[config.mk]
export PLATFORM = sky130hd
export DESIGN_NAME = xnor_descrambler
export DESIGN_NICKNAME = d
export VERILOG_FILES = /design/src/rtl/xnor_scr_pkg.sv /design/src/rtl/xnor_scr_tap.sv /design/src/rtl/xnor_descrambler.sv
export SDC_FILE = /design/constraint.sdc
export NUM_CORES = 1
export LEC_CHECK = 0
export BUFFER_PORTS_ARGS = -buffer_cell sky130_fd_sc_hd__buf_2
export CORE_UTILIZATION = 56
export DETAILED_ROUTE_END_ITERATION = 8
export HOLD_SLACK_MARGIN = 0.03
export PLACE_DENSITY_LB_ADDON = 0.05
export SLEW_MARGIN = 40
export SYNTH_ARGS = -nofsm -noshare
export SYNTH_HDL_FRONTEND = slang
export SYNTH_SLANG_ARGS = --single-unit
[constraint.sdc]
create_clock -name clk -period 2.01 [get_ports clk]
set_input_delay 0 -clock clk [delete_from_list [all_inputs] [get_ports clk]]
set_output_delay 0 -clock clk [all_outputs]
set_load 0.02 [all_outputs]
[src/rtl/xnor_scr_pkg.sv]
// Shared types and constants for the 1+x^6+x^7 XNOR descrambler.
// No logic of its own; no latency or backpressure.
// Tap positions are fixed by the polynomial, independent of SR_LEN.
package xnor_scr_pkg;

    typedef enum logic [1:0] {
        FILL   = 2'd0,
        HUNT   = 2'd1,
        LOCKED = 2'd2
    } state_t;

    localparam int TAP_A        = 5;
    localparam int TAP_B        = 6;
    localparam int DEF_SR_LEN   = 7;
    localparam int DEF_LOCK_RUN = 16;

    function automatic logic xnor3(input logic a, input logic b, input logic c);
        return ~(a ^ b ^ c);
    endfunction

endpackage

[src/rtl/xnor_scr_tap.sv]
// Descrambler shift register of received scrambled bits plus XNOR tap.
// d is combinational from in_bit and the pre-shift register; shift on shift_en.
// No backpressure of its own; the caller gates shift_en with its handshake.
module xnor_scr_tap
    import xnor_scr_pkg::*;
#(
    parameter int SR_LEN = DEF_SR_LEN
) (
    input  logic clk,
    input  logic areset_n,
    input  logic shift_en,
    input  logic clr,
    input  logic in_bit,
    output logic d
);

    logic [SR_LEN-1:0] sr;

    always_ff @(posedge clk or negedge areset_n) begin
        if (!areset_n) begin
            sr <= '0;
        end else if (clr) begin
            sr <= '0;
        end else if (shift_en) begin
            sr <= {sr[SR_LEN-2:0], in_bit};
        end
    end

    assign d = xnor3(in_bit, sr[TAP_A], sr[TAP_B]);

endmodule

[src/rtl/xnor_descrambler.sv]
// Serial self-synchronising XNOR descrambler with idle-pattern lock detection.
// Latency: accept to out_valid exactly 1 cycle through a one-entry output register.
// Backpressure: after fill, in_ready = ~out_valid | out_ready; sync_clr blocks input.
module xnor_descrambler
    import xnor_scr_pkg::*;
#(
    parameter int SR_LEN   = DEF_SR_LEN,
    parameter int LOCK_RUN = DEF_LOCK_RUN
) (
    input  logic clk,
    input  logic areset_n,
    input  logic in_bit,
    input  logic in_valid,
    output logic in_ready,
    input  logic sync_clr,
    output logic out_bit,
    output logic out_valid,
    input  logic out_ready,
    output logic locked
);

    localparam int FW = $clog2(SR_LEN);
    localparam int RW = $clog2(LOCK_RUN + 1);
    localparam logic [FW-1:0] FILL_LAST = FW'(SR_LEN - 1);
    localparam logic [RW-1:0] RUN_LAST  = RW'(LOCK_RUN - 1);
    localparam logic [RW-1:0] RUN_MAX   = RW'(LOCK_RUN);

    state_t        state;
    logic [FW-1:0] fill_cnt;
    logic [RW-1:0] run_cnt;
    logic          d;
    logic          accept;
    logic          emit;

    // While filling nothing is emitted, so the output register never blocks input.
    assign in_ready = areset_n & ~sync_clr & ((state == FILL) | ~out_valid | out_ready);
    assign accept   = in_valid & in_ready;
    assign emit     = out_valid & out_ready;

    xnor_scr_tap #(
        .SR_LEN (SR_LEN)
    ) u_tap (
        .clk      (clk),
        .areset_n (areset_n),
        .shift_en (accept),
        .clr      (sync_clr),
        .in_bit   (in_bit),
        .d        (d)
    );

    always_ff @(posedge clk or negedge areset_n) begin
        if (!areset_n) begin
            state     <= FILL;
            fill_cnt  <= '0;
            run_cnt   <= '0;
            out_bit   <= 1'b0;
            out_valid <= 1'b0;
            locked    <= 1'b0;
        end else if (sync_clr) begin
            state     <= FILL;
            fill_cnt  <= '0;
            run_cnt   <= '0;
            out_valid <= 1'b0;
            locked    <= 1'b0;
        end else begin
            if (accept && state != FILL) begin
                out_bit   <= d;
                out_valid <= 1'b1;
            end else if (emit) begin
                out_valid <= 1'b0;
            end

            case (state)
                FILL: begin
                    if (accept) begin
                        if (fill_cnt == FILL_LAST) begin
                            state <= HUNT;
                        end else begin
                            fill_cnt <= fill_cnt + 1'b1;
                        end
                    end
                end
                HUNT: begin
                    if (accept) begin
                        if (!d) begin
                            run_cnt <= '0;
                        end else if (run_cnt == RUN_LAST) begin
                            run_cnt <= RUN_MAX;
                            state   <= LOCKED;
                            locked  <= 1'b1;
                        end else if (run_cnt != RUN_MAX) begin
                            run_cnt <= run_cnt + 1'b1;
                        end
                    end
                end
                LOCKED: begin
                    // Data zeros never drop lock; only sync_clr or reset do.
                end
                default: state <= FILL;
            endcase
        end
    end

endmodule

* Word-level counts from Yosys, hierarchy flattened
Cells that the tools add are included.
** Operators by class
- Bitwise operators :: 11
- Muxes and demuxes :: 27
- Reduce and logical (&&, ||, !) cells :: 14
- Equal/unequal tests :: 13
- Add/sub/neg operators :: 2
** Operators by type and width (number)
- two-way mux 5 bit :: 6
- two-way mux 7 bit :: 2
- two-way mux 2 bit :: 6
- two-way mux 3 bit :: 4
- inequality test 3 bit, second input constant :: 4
- nonzero test 2 bit :: 5
- two-way mux 1 bit :: 8
- inequality test 2 bit, second input constant :: 3
- case mux 2 bit (3 select lines) :: 1
- AND reduction 3 bit :: 2
- AND reduction 6 bit :: 1
- adder 5 x 1 -> 5 bit, second input constant :: 1
- == test 5 x 4 -> 1 bit, second input constant :: 1
- inequality test 5 bit, second input constant :: 1
- bitwise AND 1 bit :: 4
- AND reduction 4 bit :: 1
- nonzero test 4 bit :: 1
- adder 3 x 1 -> 3 bit, second input constant :: 1
- == test 3 bit, second input constant :: 1
- inequality test 3 x 2 -> 1 bit, second input constant :: 1
- NOT 1 bit :: 3
- nonzero test 3 bit :: 1
- == test 2 x 1 -> 1 bit, second input constant :: 1
- == test 2 bit, second input constant :: 1
- other kinds (5) :: 7
** Word-level totals
- Bits in registers :: 20
- Logic and storage cells :: 74

* Depth between registers and ports, before layout
- Word-level depth :: 8
- Mapped depth :: 6
- Gate-level depth less buffers :: 6

* Cells and area by module
From an unflattened synthesis, not the netlist that was laid out.
** Second synthesis, totals
- Cells, all modules :: 104
- Area total of the unflattened synthesis :: 1108.6 sq um
** By module, submodules not included
- xnor_descrambler :: cells an instance 80, instances 1, area an instance 812.0 sq um
- xnor_scr_tap :: cells an instance 24, instances 1, area an instance 296.5 sq um

* Least setup slack after synthesis
Ideal clock, no wire load.
- Path kind :: flip-flop to flip-flop
- From :: register run_cnt[0]
- To :: register run_cnt[0]
- Data required time :: 1945 ps
- Stages on the path, launching flop included :: 7
- Arrival time :: 1714 ps
- Path slack :: 231 ps
- Cells stage by stage :: dfrtp_1 -> ha_1 -> and3_1 -> ha_1 -> or4b_1 -> o21ai_2 -> mux2_2
** Between the ends
- Longest elaborated chain between the ends :: 7
- Elaborated cells on any way between the ends :: 11
- Classes of those cells :: 1 x add/sub; 2 x eq/ne; 6 x mux; 2 x reduce/logical
** Ends and longest elaborated chain
- from (decl) :: RTL line xnor_descrambler.sv:30 : logic [RW-1:0] run_cnt;
- from (signal assigned) :: RTL line xnor_descrambler.sv:92 : run_cnt <= run_cnt + 1'b1;
- adder 5 x 1 -> 5 bit :: RTL line xnor_descrambler.sv:92
- two-way mux 5 bit :: RTL line xnor_descrambler.sv:91 : end else if (run_cnt != RUN_MAX) begin
- two-way mux 5 bit :: RTL line xnor_descrambler.sv:87 : end else if (run_cnt == RUN_LAST) begin
- two-way mux 5 bit :: RTL line xnor_descrambler.sv:85 : if (!d) begin
- two-way mux 5 bit :: RTL line xnor_descrambler.sv:84 : if (accept) begin
- two-way mux 5 bit :: RTL line xnor_descrambler.sv:73 : case (state)
- two-way mux 5 bit :: RTL line xnor_descrambler.sv:59 : end else if (sync_clr) begin
Parallel ways exist; a longest one is shown, timed or not. The select of a mux whose other input is x is not followed.
A chain may end at the register's enable or synchronous reset.

* Worst setup path in the final report
Same ends and word-level chain as after synthesis.

==> flow_summary_export.csv <==
group,metric,value,unit
run_status,status,"finished, final reports clean",
finish,drive_gt1_share,21.2,%
clock_tree,clk_pin_slew,0.12,ns
logic_synthesis,synth_cells,99,
clock_tree,clock_sinks,20,
grt,use_met1,32.0,%
logic_synthesis,synth_ff_type,"dfrtp_1",
setup_path,cpMostUsedCell,"ha_1",
setup_path,r2r_end,"run_cnt[0]",
setup_path,r2r_cells,6,
finish,syn_to_final_growth,14.9,%
setup_path,crit_path_max_fanout,4,
clock_tree,insertion_delay,0.30,ns
flow_run,cap_violations,0,
placement,port_buffers,9,
setup_path,crit_path_end,"run_cnt[0]",
clock_tree,cts_tree,"done",
grt,grt_usage,22.5,%
power_and_ir_drop,p_per_area,601,nW/um2
setup_path,cp-end-kind,"flip-flop",
clock_tree,htreeDepth,1,
logic_synthesis,synth_top_cell_area_share,47.8,%
timing,whs,0.0665,ns
timing,grt_setup_unrepaired,"true",
grt,grt_pass1_vias,711,
grt,antenna_found_initial,0,
grt,globalRouteMet3Util,7.20,%
grt,grt_pass1_wl,3220,um
clock_tree,numCtsBuffers,3,
setup_path,cp.arrival,2.19,ns
logic_synthesis,ys_top_cells_by_area,"dfrtp_1 48%, mux2i_1 7.6%, ha_1 6.0%",
floorplanning,dieArea,2050,um2
route,drtIter0Drc,20,
clock_tree,ctsLongestPathBuffers,2,
route,wl,1930,um
logic_synthesis,synthTopCellsByCount,"20 x dfrtp_1, 12 x nor2_1, 8 x inv_1, 8 x mux2i_1, 5 x ha_1",
floorplanning,std_cell_rows,15,
logic_synthesis,ys_async_sr_fraction,100,%
route,drc,0,
logic_synthesis,seq_area_frac_synth,47.8,%
logic_synthesis,ys_seq_elements,20,
setup_path,critical_path_class,"flip-flop to flip-flop",
timing,worst_pin_slew,0.586,ns
setup_path,reg2reg_slack,0.07,ns
setup_path,critPathSlowestCell,"or4b_1",
finish,nNetsFinal,125,
setup_path,start_kind,"flip-flop",
timing,min_period,1.94,ns
setup_path,required,2.26,ns
grt,grt_overflow,0,
power_and_ir_drop,vdd_ir_drop_max,477,uV
route,drt-wirelength-per-cell,14.0,um
finish,diodes,0,
floorplanning,die_w,45.2,um
floorplanning,fp.coreArea,1750,um2
worst_hold_path,hp-class,"input pin to async pin",
timing,finalMaxSlewViolations,0,
setup_path,r2r-start,"run_cnt[0]",
finish,final_area,1200,um2
finish,stdcell_count,138,
placement,place_hpwl,1360,um
floorplanning,ios,10,
power_and_ir_drop,p_leak,0.562,nW
route,vias_per_cell,5.61,
setup_path,slowest_delay,0.54,ns
route,antenna_left,0,
timing,setup_viol,0,
logic_synthesis,synth_area,1050,um2
grt,met2_usage,34.2,%
logic_synthesis,yosysMostFrequentCell,"dfrtp_1",
timing,fmaxAchievable,516,MHz
timing,finClkSkew,0.00790,ns
grt,grt_max_degree,22,
logic_synthesis,synth_edf_count,0,
timing,fin_crit_sh,96.5,%
route,drtPass1Iterations,4,
route,vias,774,
logic_synthesis,syn_nets,110,
placement,place_area,1130,um2
setup_path,crit_path_cell_trace,"ha_1 -> and3_1 -> ha_1 -> or4b_1 -> o21ai_2 -> mux2_2",
logic_synthesis,syn-mean-instance-area,10.6,um2
setup_path,critPathLaunch,"run_cnt[0]",
finish,nFillCells,146,
logic_synthesis,ys_types,39,
floorplanning,dieHeight,45.2,um
placement,gp_congestion,0.839,
clock_tree,clockRootBuffer,"clkbuf_4",
logic_synthesis,ys_warn_count,0,
timing,slew_headroom,60.4,%
timing,hold_viol_final,0,
floorplanning,start_util,60.0,%
logic_synthesis,synth_largest_area_cell,"dfrtp_1",
grt,top_usage_layer,"met2",
placement,dp_cells,132,
worst max-delay path: cells and delay by family, from the launching register on:
kind	cells	cell delay (ns)
simple gates	2	0.73
mux	1	0.17
compound gates	1	0.10
fa+ha+maj	2	0.45
flops	1	0.44
power by group:
part / leakage [nW] / internal (mW) / switching, mW
Sequential: 0.277 / 0.409 / 0.00609
Combinational: 0.264 / 0.0310 / 0.0437
Clock: 0.0210 / 0.110 / 0.122
Total: 0.562 / 0.551 / 0.172
repair_timing:
| item | 4_1_cts | 5_1_grt |
|---|---|---|
| buffers inserted | 0 | 0 |
| gates resized for setup | 0 | 3 |
| hold buffers | 2 | 0 |
| endpoints found under the setup margin | 0 | 3 |
| endpoints found under the hold margin | 21 | 0 |
sequential cells by signal, indices dropped and copies added (netlist names):
name / count
out_valid: 1
locked: 1
fill_cnt: 3
state: 2
u_tap.sr: 7
out_bit: 1
run_cnt: 5
final cells by class:
cell class	count	area [um2]	area share [%]
Multi-Input combinational cell	68	526	43.7
Sequential cell	20	500	41.6
Timing Repair Buffer	13	80.1	6.65
Clock buffer	4	36.3	3.01
Tap cell	25	31.3	2.60
Inverter	8	30.0	2.49
worst min-delay path by stage:
stage / slack (ns) / cells after the start / start / to
2_1_floorplan: -0.30 / 0 / areset_n / fill_cnt[0]
3_3_place_gp: -0.13 / 1 / areset_n / state[1]
3_5_place_dp: -0.13 / 1 / areset_n / state[1]
4_1_cts: 0.06 / 3 / out_ready / out_valid
5_1_grt: 0.07 / 2 / areset_n / state[1]
6_report: 0.07 / 2 / areset_n / state[1]
cells in the final DEF, fill, tap and decap left out, types with 2 or more instances in the layout:
| master | n |
|---|---|
| or2_2 | 2 |
| mux2i_1 | 8 |
| nand2_1 | 4 |
| clkbuf_4 | 3 |
| a22o_1 | 2 |
| inv_1 | 8 |
| buf_2 | 9 |
| o21ai_0 | 2 |
| dlygate4sd3_1 | 2 |
| nor2_1 | 12 |
| dfrtp_1 | 20 |
| a31oi_1 | 2 |
| a21oi_1 | 3 |
| buf_4 | 2 |
| nand3_1 | 3 |
| ha_1 | 5 |
stage by stage:
stage / TNS [ns] / setup slack (ns) / utilization [%] / total power [mW]
after CTS: 0 / 0.0674 / 67.7 / 0.728
after floorplan: 0 / 0.231 / - / 0.466
final: 0 / 0.0710 / 69.0 / 0.723
after global placement: 0 / 0.169 / 64.5 / 0.492
after detailed placement: 0 / 0.0945 / 64.5 / 0.493
after global routing: -0.000643 / -0.000643 / 69.0 / 0.759
cells by family (layout without fill, tap and decap cells):
group                      Yosys count  count (layout)  share of synthesized area, %
AOI/OAI and AO/OA                   16              16                          10.8
xor gates and xnor gates             3               3                          4.06
adders and majority gates            5               5                          5.97
buffers and inverters               11              25                          4.06
DFF                                 20              20                          47.8
muxes                                9               9                          8.72
and+or+nand+nor                     35              35                          18.6
routing by layer:
layer	routed length [um]	part of all wire [%]	up-vias
li1	-	-	379
met1	950	49	367
met2	870	45	26
met3	100	5.2	2
met4	10	0.52	0
met5	0	0	-
Note: power is estimated with default switching activity, not from simulation.
